$ cat src/rtl/hazard_ctrl_if.sv
// Decode-stage hazard query bundle: source/destination fields of the instruction in D
// plus the stall and forwarding-mux selects returned by hazard_ctrl.
interface hazard_ctrl_if;
  logic [4:0] rs_d;
  logic [4:0] rt_d;
  logic [1:0] tuse_rs_d;
  logic [1:0] tuse_rt_d;
  logic [4:0] dst_d;
  logic [1:0] tnew_d;
  logic       we_d;
  logic       stall;
  logic [2:0] fwd_rs_d;
  logic [2:0] fwd_rt_d;
  logic [2:0] fwd_rs_e;
  logic [2:0] fwd_rt_e;
  logic [2:0] fwd_rt_m;

  modport master (
    output rs_d, rt_d, tuse_rs_d, tuse_rt_d, dst_d, tnew_d, we_d,
    input  stall, fwd_rs_d, fwd_rt_d, fwd_rs_e, fwd_rt_e, fwd_rt_m
  );

  modport slave (
    input  rs_d, rt_d, tuse_rs_d, tuse_rt_d, dst_d, tnew_d, we_d,
    output stall, fwd_rs_d, fwd_rt_d, fwd_rs_e, fwd_rt_e, fwd_rt_m
  );
endinterface

$ cat src/rtl/hazard_ctrl.sv
// Hazard/bypass controller for the 5-stage MIPS pipeline: shadow {dest, tnew, valid} for E/M/W.
// Define HAZARD_FWD_EN for full forwarding; otherwise the block is a pure interlock.
module hazard_ctrl (
  input  logic          clk,
  input  logic          reset,
  hazard_ctrl_if.slave  hz
);

  logic [4:0] dst_e, rs_e, rt_e, dst_m, rt_m, dst_w;
  logic [1:0] tnew_e, tnew_m, tnew_w;
  logic       vld_e, vld_m, vld_w;
  logic       stall_rs, stall_rt;

  function automatic logic [1:0] dec_sat(input logic [1:0] t);
    return (t == 2'd0) ? 2'd0 : t - 2'd1;
  endfunction

  // Register 0 is hardwired, and an unused operand (tuse 3) can never conflict.
  function automatic logic hit(input logic vld, input logic [4:0] dst,
                               input logic [4:0] src, input logic [1:0] tuse);
    return vld && (dst != 5'd0) && (dst == src) && (tuse != 2'd3);
  endfunction

  // A stall replaces the E entry with a bubble while older entries keep draining.
  always_ff @(posedge clk or posedge reset) begin
    if (reset) begin
      dst_e  <= 5'd0;
      rs_e   <= 5'd0;
      rt_e   <= 5'd0;
      tnew_e <= 2'd0;
      vld_e  <= 1'b0;
      dst_m  <= 5'd0;
      rt_m   <= 5'd0;
      tnew_m <= 2'd0;
      vld_m  <= 1'b0;
      dst_w  <= 5'd0;
      tnew_w <= 2'd0;
      vld_w  <= 1'b0;
    end else begin
      if (hz.stall) begin
        dst_e  <= 5'd0;
        rs_e   <= 5'd0;
        rt_e   <= 5'd0;
        tnew_e <= 2'd0;
        vld_e  <= 1'b0;
      end else begin
        dst_e  <= hz.dst_d;
        rs_e   <= hz.rs_d;
        rt_e   <= hz.rt_d;
        tnew_e <= hz.tnew_d;
        vld_e  <= hz.we_d;
      end
      dst_m  <= dst_e;
      rt_m   <= rt_e;
      tnew_m <= dec_sat(tnew_e);
      vld_m  <= vld_e;
      dst_w  <= dst_m;
      tnew_w <= dec_sat(tnew_m);
      vld_w  <= vld_m;
    end
  end

`ifdef HAZARD_FWD_EN
  function automatic logic need_stall(input logic [4:0] src, input logic [1:0] tuse);
    return (hit(vld_e, dst_e, src, tuse) && (tnew_e > tuse)) ||
           (hit(vld_m, dst_m, src, tuse) && (tnew_m > tuse)) ||
           (hit(vld_w, dst_w, src, tuse) && (tnew_w > tuse));
  endfunction

  // Nearest writer wins even when it is not ready yet; an older ready copy would be stale.
  function automatic logic [2:0] d_sel(input logic [4:0] src, input logic [1:0] tuse);
    if (hit(vld_e, dst_e, src, tuse)) return (tnew_e == 2'd0) ? 3'd1 : 3'd0;
    if (hit(vld_m, dst_m, src, tuse)) return (tnew_m == 2'd0) ? 3'd2 : 3'd0;
    if (hit(vld_w, dst_w, src, tuse)) return (tnew_w == 2'd0) ? 3'd3 : 3'd0;
    return 3'd0;
  endfunction

  function automatic logic [2:0] e_sel(input logic [4:0] src);
    if (hit(vld_m, dst_m, src, 2'd0)) return (tnew_m == 2'd0) ? 3'd1 : 3'd0;
    if (hit(vld_w, dst_w, src, 2'd0)) return (tnew_w == 2'd0) ? 3'd2 : 3'd0;
    return 3'd0;
  endfunction

  assign stall_rs    = need_stall(hz.rs_d, hz.tuse_rs_d);
  assign stall_rt    = need_stall(hz.rt_d, hz.tuse_rt_d);
  assign hz.fwd_rs_d = d_sel(hz.rs_d, hz.tuse_rs_d);
  assign hz.fwd_rt_d = d_sel(hz.rt_d, hz.tuse_rt_d);
  assign hz.fwd_rs_e = e_sel(rs_e);
  assign hz.fwd_rt_e = e_sel(rt_e);
  assign hz.fwd_rt_m = (hit(vld_w, dst_w, rt_m, 2'd0) && (tnew_w == 2'd0)) ? 3'd1 : 3'd0;
`else
  // W never conflicts here: the register file writes before it is read.
  function automatic logic need_stall(input logic [4:0] src, input logic [1:0] tuse);
    return hit(vld_e, dst_e, src, tuse) || hit(vld_m, dst_m, src, tuse);
  endfunction

  logic unused_state;

  assign stall_rs     = need_stall(hz.rs_d, hz.tuse_rs_d);
  assign stall_rt     = need_stall(hz.rt_d, hz.tuse_rt_d);
  assign hz.fwd_rs_d  = 3'd0;
  assign hz.fwd_rt_d  = 3'd0;
  assign hz.fwd_rs_e  = 3'd0;
  assign hz.fwd_rt_e  = 3'd0;
  assign hz.fwd_rt_m  = 3'd0;
  assign unused_state = ^{tnew_w, rs_e, rt_m, dst_w, vld_w};
`endif

  assign hz.stall = stall_rs | stall_rt;

endmodule

$ cat src/flat_wrapper.sv
// flat-port wrapper written by rule: the top's interface ports become plain ports
module hazard_ctrl_flat 
  (clk, reset, hz_rs_d, hz_rt_d, hz_tuse_rs_d, hz_tuse_rt_d, hz_dst_d, hz_tnew_d, hz_we_d, hz_stall, hz_fwd_rs_d, hz_fwd_rt_d, hz_fwd_rs_e, hz_fwd_rt_e, hz_fwd_rt_m);
  hazard_ctrl_if hz_i ();
  input  logic clk;
  input  logic reset;
  input wire logic [$bits(hz_i.rs_d)-1:0] hz_rs_d;
  input wire logic [$bits(hz_i.rt_d)-1:0] hz_rt_d;
  input wire logic [$bits(hz_i.tuse_rs_d)-1:0] hz_tuse_rs_d;
  input wire logic [$bits(hz_i.tuse_rt_d)-1:0] hz_tuse_rt_d;
  input wire logic [$bits(hz_i.dst_d)-1:0] hz_dst_d;
  input wire logic [$bits(hz_i.tnew_d)-1:0] hz_tnew_d;
  input wire logic [$bits(hz_i.we_d)-1:0] hz_we_d;
  output wire logic [$bits(hz_i.stall)-1:0] hz_stall;
  output wire logic [$bits(hz_i.fwd_rs_d)-1:0] hz_fwd_rs_d;
  output wire logic [$bits(hz_i.fwd_rt_d)-1:0] hz_fwd_rt_d;
  output wire logic [$bits(hz_i.fwd_rs_e)-1:0] hz_fwd_rs_e;
  output wire logic [$bits(hz_i.fwd_rt_e)-1:0] hz_fwd_rt_e;
  output wire logic [$bits(hz_i.fwd_rt_m)-1:0] hz_fwd_rt_m;
  assign hz_i.rs_d = hz_rs_d;
  assign hz_i.rt_d = hz_rt_d;
  assign hz_i.tuse_rs_d = hz_tuse_rs_d;
  assign hz_i.tuse_rt_d = hz_tuse_rt_d;
  assign hz_i.dst_d = hz_dst_d;
  assign hz_i.tnew_d = hz_tnew_d;
  assign hz_i.we_d = hz_we_d;
  assign hz_stall = hz_i.stall;
  assign hz_fwd_rs_d = hz_i.fwd_rs_d;
  assign hz_fwd_rt_d = hz_i.fwd_rt_d;
  assign hz_fwd_rs_e = hz_i.fwd_rs_e;
  assign hz_fwd_rt_e = hz_i.fwd_rt_e;
  assign hz_fwd_rt_m = hz_i.fwd_rt_m;
  hazard_ctrl u_core (.clk(clk), .reset(reset), .hz(hz_i));
endmodule
$ cat config.mk
export PLATFORM = sky130hd
export DESIGN_NAME = hazard_ctrl_flat
export DESIGN_NICKNAME = d
export VERILOG_FILES = /design/src/rtl/hazard_ctrl_if.sv /design/src/rtl/hazard_ctrl.sv /design/src/flat_wrapper.sv
export SDC_FILE = /design/constraint.sdc
export NUM_CORES = 1
export LEC_CHECK = 0
export BUFFER_PORTS_ARGS = -buffer_cell sky130_fd_sc_hd__buf_2
export CAP_MARGIN = 10
export CELL_PAD_IN_SITES_DETAIL_PLACEMENT = 1
export CELL_PAD_IN_SITES_GLOBAL_PLACEMENT = 2
export CORE_MARGIN = 2
export CORE_UTILIZATION = 28
export CTS_BUF_LIST = sky130_fd_sc_hd__clkbuf_4
export DETAILED_ROUTE_END_ITERATION = 8
export PLACE_DENSITY_LB_ADDON = 0.1
export SLEW_MARGIN = 10
export SYNTH_ARGS = -nofsm -noshare
export SYNTH_HDL_FRONTEND = slang
export SYNTH_SLANG_ARGS = --single-unit
export TNS_END_PERCENT = 100
$ cat constraint.sdc
create_clock -name clk -period 2.7 [get_ports clk]
set_input_delay 0.27 -clock clk [delete_from_list [all_inputs] [get_ports clk]]
set_output_delay 0.27 -clock clk [all_outputs]
set_load 0.01 [all_outputs]
# Word level (Yosys, flattened, before mapping)
# Index checks and enable logic that the tools add are counted.
# totals
ff_bits	12
out_inout_bits	16
word_cells	27
# op_classes
eq_ne	6
muxes	2
bitwise_logic	1
reduce_logical	14
# ops
operator	n
5-bit equality test	4
1-bit logical AND	10
5-bit nonzero test	2
5-bit 2-to-1 mux	1
2-bit != test (second input constant)	2
1-bit logical OR	2
1-bit 2-to-1 mux	1
1-bit bitwise OR	1

# Depth between registers and ports, before layout
# depth
ltp_word	7
ltp_mapped	4
ltp_nobuf	4

# Least setup slack after synthesis
# No wires, ideal clock.
# synth_timing
kind	reg2out
startpoint	reg u_core.dst_m[1]
endpoint	out hz_stall
t_arrival_ns	1.392
setup_slack_ns	1.038
stages_incl_launch_ff	4
n_path_buf	0
cell_sequence	dfrtp_1 or4_1 o21a_2 a22o_2
# synth_between
elab_chain_cells	6
# synth_rtl
item	line_no	rtl
start, declared	hazard_ctrl.sv:9	logic [4:0] dst_e, rs_e, rt_e, dst_m, rt_m, dst_w;
start signal, assigned	hazard_ctrl.sv:53	dst_m <= dst_e;
5-bit nonzero test	hazard_ctrl.sv:21	return vld && (dst != 5'd0) && (dst == src) && (tuse != 2'd3);
1-bit logical AND (3 in series)	hazard_ctrl.sv:21	
1-bit logical OR	hazard_ctrl.sv:94	return hit(vld_e, dst_e, src, tuse) || hit(vld_m, dst_m, src, tuse);
1-bit bitwise OR *	hazard_ctrl.sv:109	assign hz.stall = stall_rs | stall_rt;
end, declared	flat_wrapper.sv:14	output wire logic [$bits(hz_i.stall)-1:0] hz_stall;
# Mark *: on every way between the ends. The rest lies on a longest branch, timed or not.

# Worst setup path in the final report
# layout_timing
startpoint	reg u_core.dst_e[4]
endpoint	out hz_stall
# layout_between
elab_chain_cells	6
# layout_rtl
item	line_no	rtl
start, declared	hazard_ctrl.sv:9	
start signal, assigned	hazard_ctrl.sv:47	dst_e <= hz.dst_d;
5-bit nonzero test	hazard_ctrl.sv:21	
1-bit logical AND (3 in series)	hazard_ctrl.sv:21	
1-bit logical OR	hazard_ctrl.sv:94	
1-bit bitwise OR *	hazard_ctrl.sv:109	
# Marks and branches as above.

==> impl_metrics.env <==
export IMPL_gr_total_overflow=0
export IMPL_detailedRoute_firstIterationViolations=9
export IMPL_htreeDepth=1
export IMPL_cts_path_max_buffers=2
export IMPL_insertedDiodeCount=0
export IMPL_synth_top_cells_by_area="sky130_fd_sc_hd__dfrtp_1, sky130_fd_sc_hd__xnor2_1, sky130_fd_sc_hd__buf_4, sky130_fd_sc_hd__a221oi_1, sky130_fd_sc_hd__inv_1"
export IMPL_startpoint_to_endpoint_class_of_the_critical_path="reg2out"
export IMPL_clkTransAtPathRegs_ns=0.07
export IMPL_grt_setup_unrepaired="false"
export IMPL_total_power_w=0.000415
export IMPL_power_ir_vdd_worst_uv=191
export IMPL_run_status="finished clean"
export IMPL_cts_tree="done"
export IMPL_rows=19
export IMPL_share_of_final_layout_standard_cells_stronger_than_drive_strength_1_pct=26.0
export IMPL_comb_power_share_pct=23.7
export IMPL_worst_clock_skew_ns=0.00390
export IMPL_fin_ws_ns=0.581
export IMPL_initial_utilization_pct=28.7
export IMPL_number_of_flops_mapped_to_enable_cells_by_yosys=0
export IMPL_yosys_area_top_type="sky130_fd_sc_hd__dfrtp_1"
export IMPL_ctsResizeCount=0
export IMPL_dieArea_mm2=0.00319
export IMPL_top_layer_in_use="met3"
export IMPL_async_flop_share_pct=100
export IMPL_port_buffer_count=22
export IMPL_postRouteAntennaNets=0
export IMPL_postSynthCellCount=78
export IMPL_synth_top_cells_by_count="sky130_fd_sc_hd__xnor2_1, sky130_fd_sc_hd__buf_4, sky130_fd_sc_hd__dfrtp_1, sky130_fd_sc_hd__inv_1"
export IMPL_drcViolationCount=0
export IMPL_fmax_mhz=472
export IMPL_arrival_ns=1.85
export IMPL_cts_repair_timing_setup_buffer_count=0
export IMPL_p_leak_nw=0.418
export IMPL_largest_incremental_delay_on_the_critical_path_ns=0.53
export IMPL_power_share_switching_pct=28.4
export IMPL_core_area_mm2=0.00269
export IMPL_max_slew_margin_pct=63.0
export IMPL_pre_cts_slack_ns=0.854
export IMPL_worstSetupEndpointType="output pin"
export IMPL_grt_pass1_vias=606
export IMPL_finalSetupTns_ns=0
export IMPL_detail_placement_hpwl_um=1240
export IMPL_final_net_count=129
export IMPL_ff_latch_count_synth=12
export IMPL_clkLatencyLatePin_ns=0.26
export IMPL_die_w_um=56.5
export IMPL_power_internal_w=0.000297
export IMPL_slew_violations=0
export IMPL_yosys_most_used_dff="sky130_fd_sc_hd__dfrtp_1"
export IMPL_pwr_dens_mw_per_mm2=462
export IMPL_tritoncts_num_buffers=3
export IMPL_synth_warnings=0
export IMPL_route_met2_wl_um=734
export IMPL_timing_hold_violations_final=0
export IMPL_p_sw_w=0.000118
export IMPL_synth_most_common_cell="sky130_fd_sc_hd__xnor2_1"
export IMPL_routed_wire_length_per_instance_um=10.9
export IMPL_layout_worst_path_cycle_share_pct=78.5
export IMPL_met3WireLength_um=97
export IMPL_synth_seq_area_share_pct=38.9
export IMPL_finalWirelength_um=1480
export IMPL_worst_slew_pin_transition_ns=0.555
export IMPL_vias=563
export IMPL_critPathSlowestCell="sky130_fd_sc_hd__or4_1"
export IMPL_boundaryPins=40
export IMPL_place_gp_congestion=0.668
export IMPL_largest_net_degree_at_the_start_of_global_routing=13
export IMPL_wire_length_of_the_first_global_routing_pass_um=2700
export IMPL_critical_path_cell_chain="or4_1 -> o21a_1 -> a22o_2 -> buf_2"
export IMPL_min_period_ns=2.12
export IMPL_areaGrowthSynthToFinish_pct=16.2
export IMPL_clock_share_of_power_pct=25.3
export IMPL_synth_top_area_share_pct=38.9
export IMPL_worstHoldPathType="in2reg"
export IMPL_cts_root_buffer="sky130_fd_sc_hd__clkbuf_4"
export IMPL_avgSynthCellArea_um2=9.90
export IMPL_timing_max_cap_violations=0
export IMPL_netlist_area_um2=772
export IMPL_worstPathMaxFanout=7
export IMPL_cts_sinks=12
export IMPL_die_height_um=56.5
export IMPL_holdBufCountCts=1
export IMPL_wl_met1_um=644
export IMPL_sequentialPowerShare_pct=51.1
export IMPL_routed_via_density=4.17
export IMPL_grt_util_all_layers_pct=11.1
export IMPL_firstDrtPassIters=4
export IMPL_synth_cell_type_count=13
export IMPL_postLayoutCoreUtil_pct=33.4
export IMPL_ff2ff_setup_slack_ns=1.08
export IMPL_start_kind="register"
export IMPL_initial_antenna_violation_count=0
export IMPL_final_setup_viol_count=0
export IMPL_worst_endpoint_required_ns=2.43
-- power groups by stage --
| stage | Combinational, W | Clock [W] | Sequential, W |
|---|---|---|---|
| after floorplan | 0.0000855 | 0 | 0.000210 |
| after global placement | 0.0000977 | 0 | 0.000216 |
| after detailed placement | 0.0000983 | 0 | 0.000217 |
| after CTS | 0.0000999 | 0.000110 | 0.000213 |
| after global routing | 0.000111 | 0.000127 | 0.000216 |
| final | 0.0000982 | 0.000105 | 0.000212 |
-- per-stage QoR --
step           std cells  hold slack [ns]  instance area, µm²
3_3_place_gp         130            0.287                 861
6_report             135            0.217                 897
2_1_floorplan         92            0.135                 825
4_1_cts              135            0.212                 897
5_1_grt              135            0.202                 897
3_5_place_dp         130            0.288                 861
-- worst max-delay path, delay by kind of cell (launching register included) --
| kind | cells | cell delay, ns |
|---|---|---|
| simple gates | 1 | 0.53 |
| compound gates | 2 | 0.50 |
| flops | 1 | 0.43 |
| buf+inv | 1 | 0.13 |
-- cell families after synthesis --
logic type                count (synthesis)  share of synthesized area (%)
AOI/OAI and AO/OA                        11                           11.8
xor gates and xnor gates                 20                           22.7
buffers and inverters                    22                           18.0
DFF                                      12                           38.9
other                                     1                          0.486
and+or+nand+nor                          12                           8.10
-- per-layer routing --
layer	vias up	GRT usage (%)
met5	-	0
met4	0	5.10
met3	0	3.23
met2	18	16.8
met1	256	14.7
li1	289	-
-- area by class of cell --
| type | instances | area (µm²) |
|---|---|---|
| clock buffer | 3 | 22.5 |
| sequential | 12 | 300 |
| fill | 328 | 1790 |
| clock inverter | 1 | 3.75 |
| inverter | 7 | 26.3 |
| timing repair buffer | 23 | 120 |
| tap | 31 | 38.8 |
| multi-input combinational | 58 | 385 |
-- layout by cell type (no fill, tap or decap) --
| master | synthesis | final |
|---|---|---|
| sky130_fd_sc_hd__buf_2 | 0 | 22 |
| sky130_fd_sc_hd__xnor2_1 | 20 | 20 |
| sky130_fd_sc_hd__conb_1 | 1 | 15 |
| sky130_fd_sc_hd__dfrtp_1 | 12 | 12 |
| sky130_fd_sc_hd__inv_1 | 7 | 7 |
| sky130_fd_sc_hd__nand2_1 | 6 | 6 |
| sky130_fd_sc_hd__a221oi_1 | 6 | 6 |
| sky130_fd_sc_hd__nand4_1 | 4 | 4 |
| sky130_fd_sc_hd__clkbuf_4 | 0 | 3 |
| sky130_fd_sc_hd__or4_1 | 2 | 2 |
| sky130_fd_sc_hd__o22ai_1 | 2 | 2 |
| sky130_fd_sc_hd__o21a_2 | 1 | 1 |
| sky130_fd_sc_hd__o21a_1 | 1 | 1 |
| sky130_fd_sc_hd__a22o_2 | 1 | 1 |
| sky130_fd_sc_hd__clkinv_1 | 0 | 1 |
| sky130_fd_sc_hd__dlygate4sd3_1 | 0 | 1 |
-- path summary, 6_finish.rpt --
| path | start | to | depth (start not counted) |
|---|---|---|---|
| worst max-delay path | u_core.dst_e[4] | hz_stall | 4 |
| worst min-delay path | hz_dst_d[3] | u_core.dst_e[3] | 3 |
| worst max register to register | u_core.dst_e[4] | u_core.dst_e[0] | 3 |
| worst min register to register | u_core.vld_e | u_core.vld_m | 0 |
| max in group asynchronous | reset | u_core.dst_m[1] | 3 |
| min in group asynchronous | reset | u_core.dst_m[4] | 3 |
-- state kept, by name, summed over array words and instances (netlist names) --
name and cells:
u_core.vld_m 1, u_core.dst_e 5, u_core.dst_m 5, u_core.vld_e 1
Power figures use the tool's default switching activity.
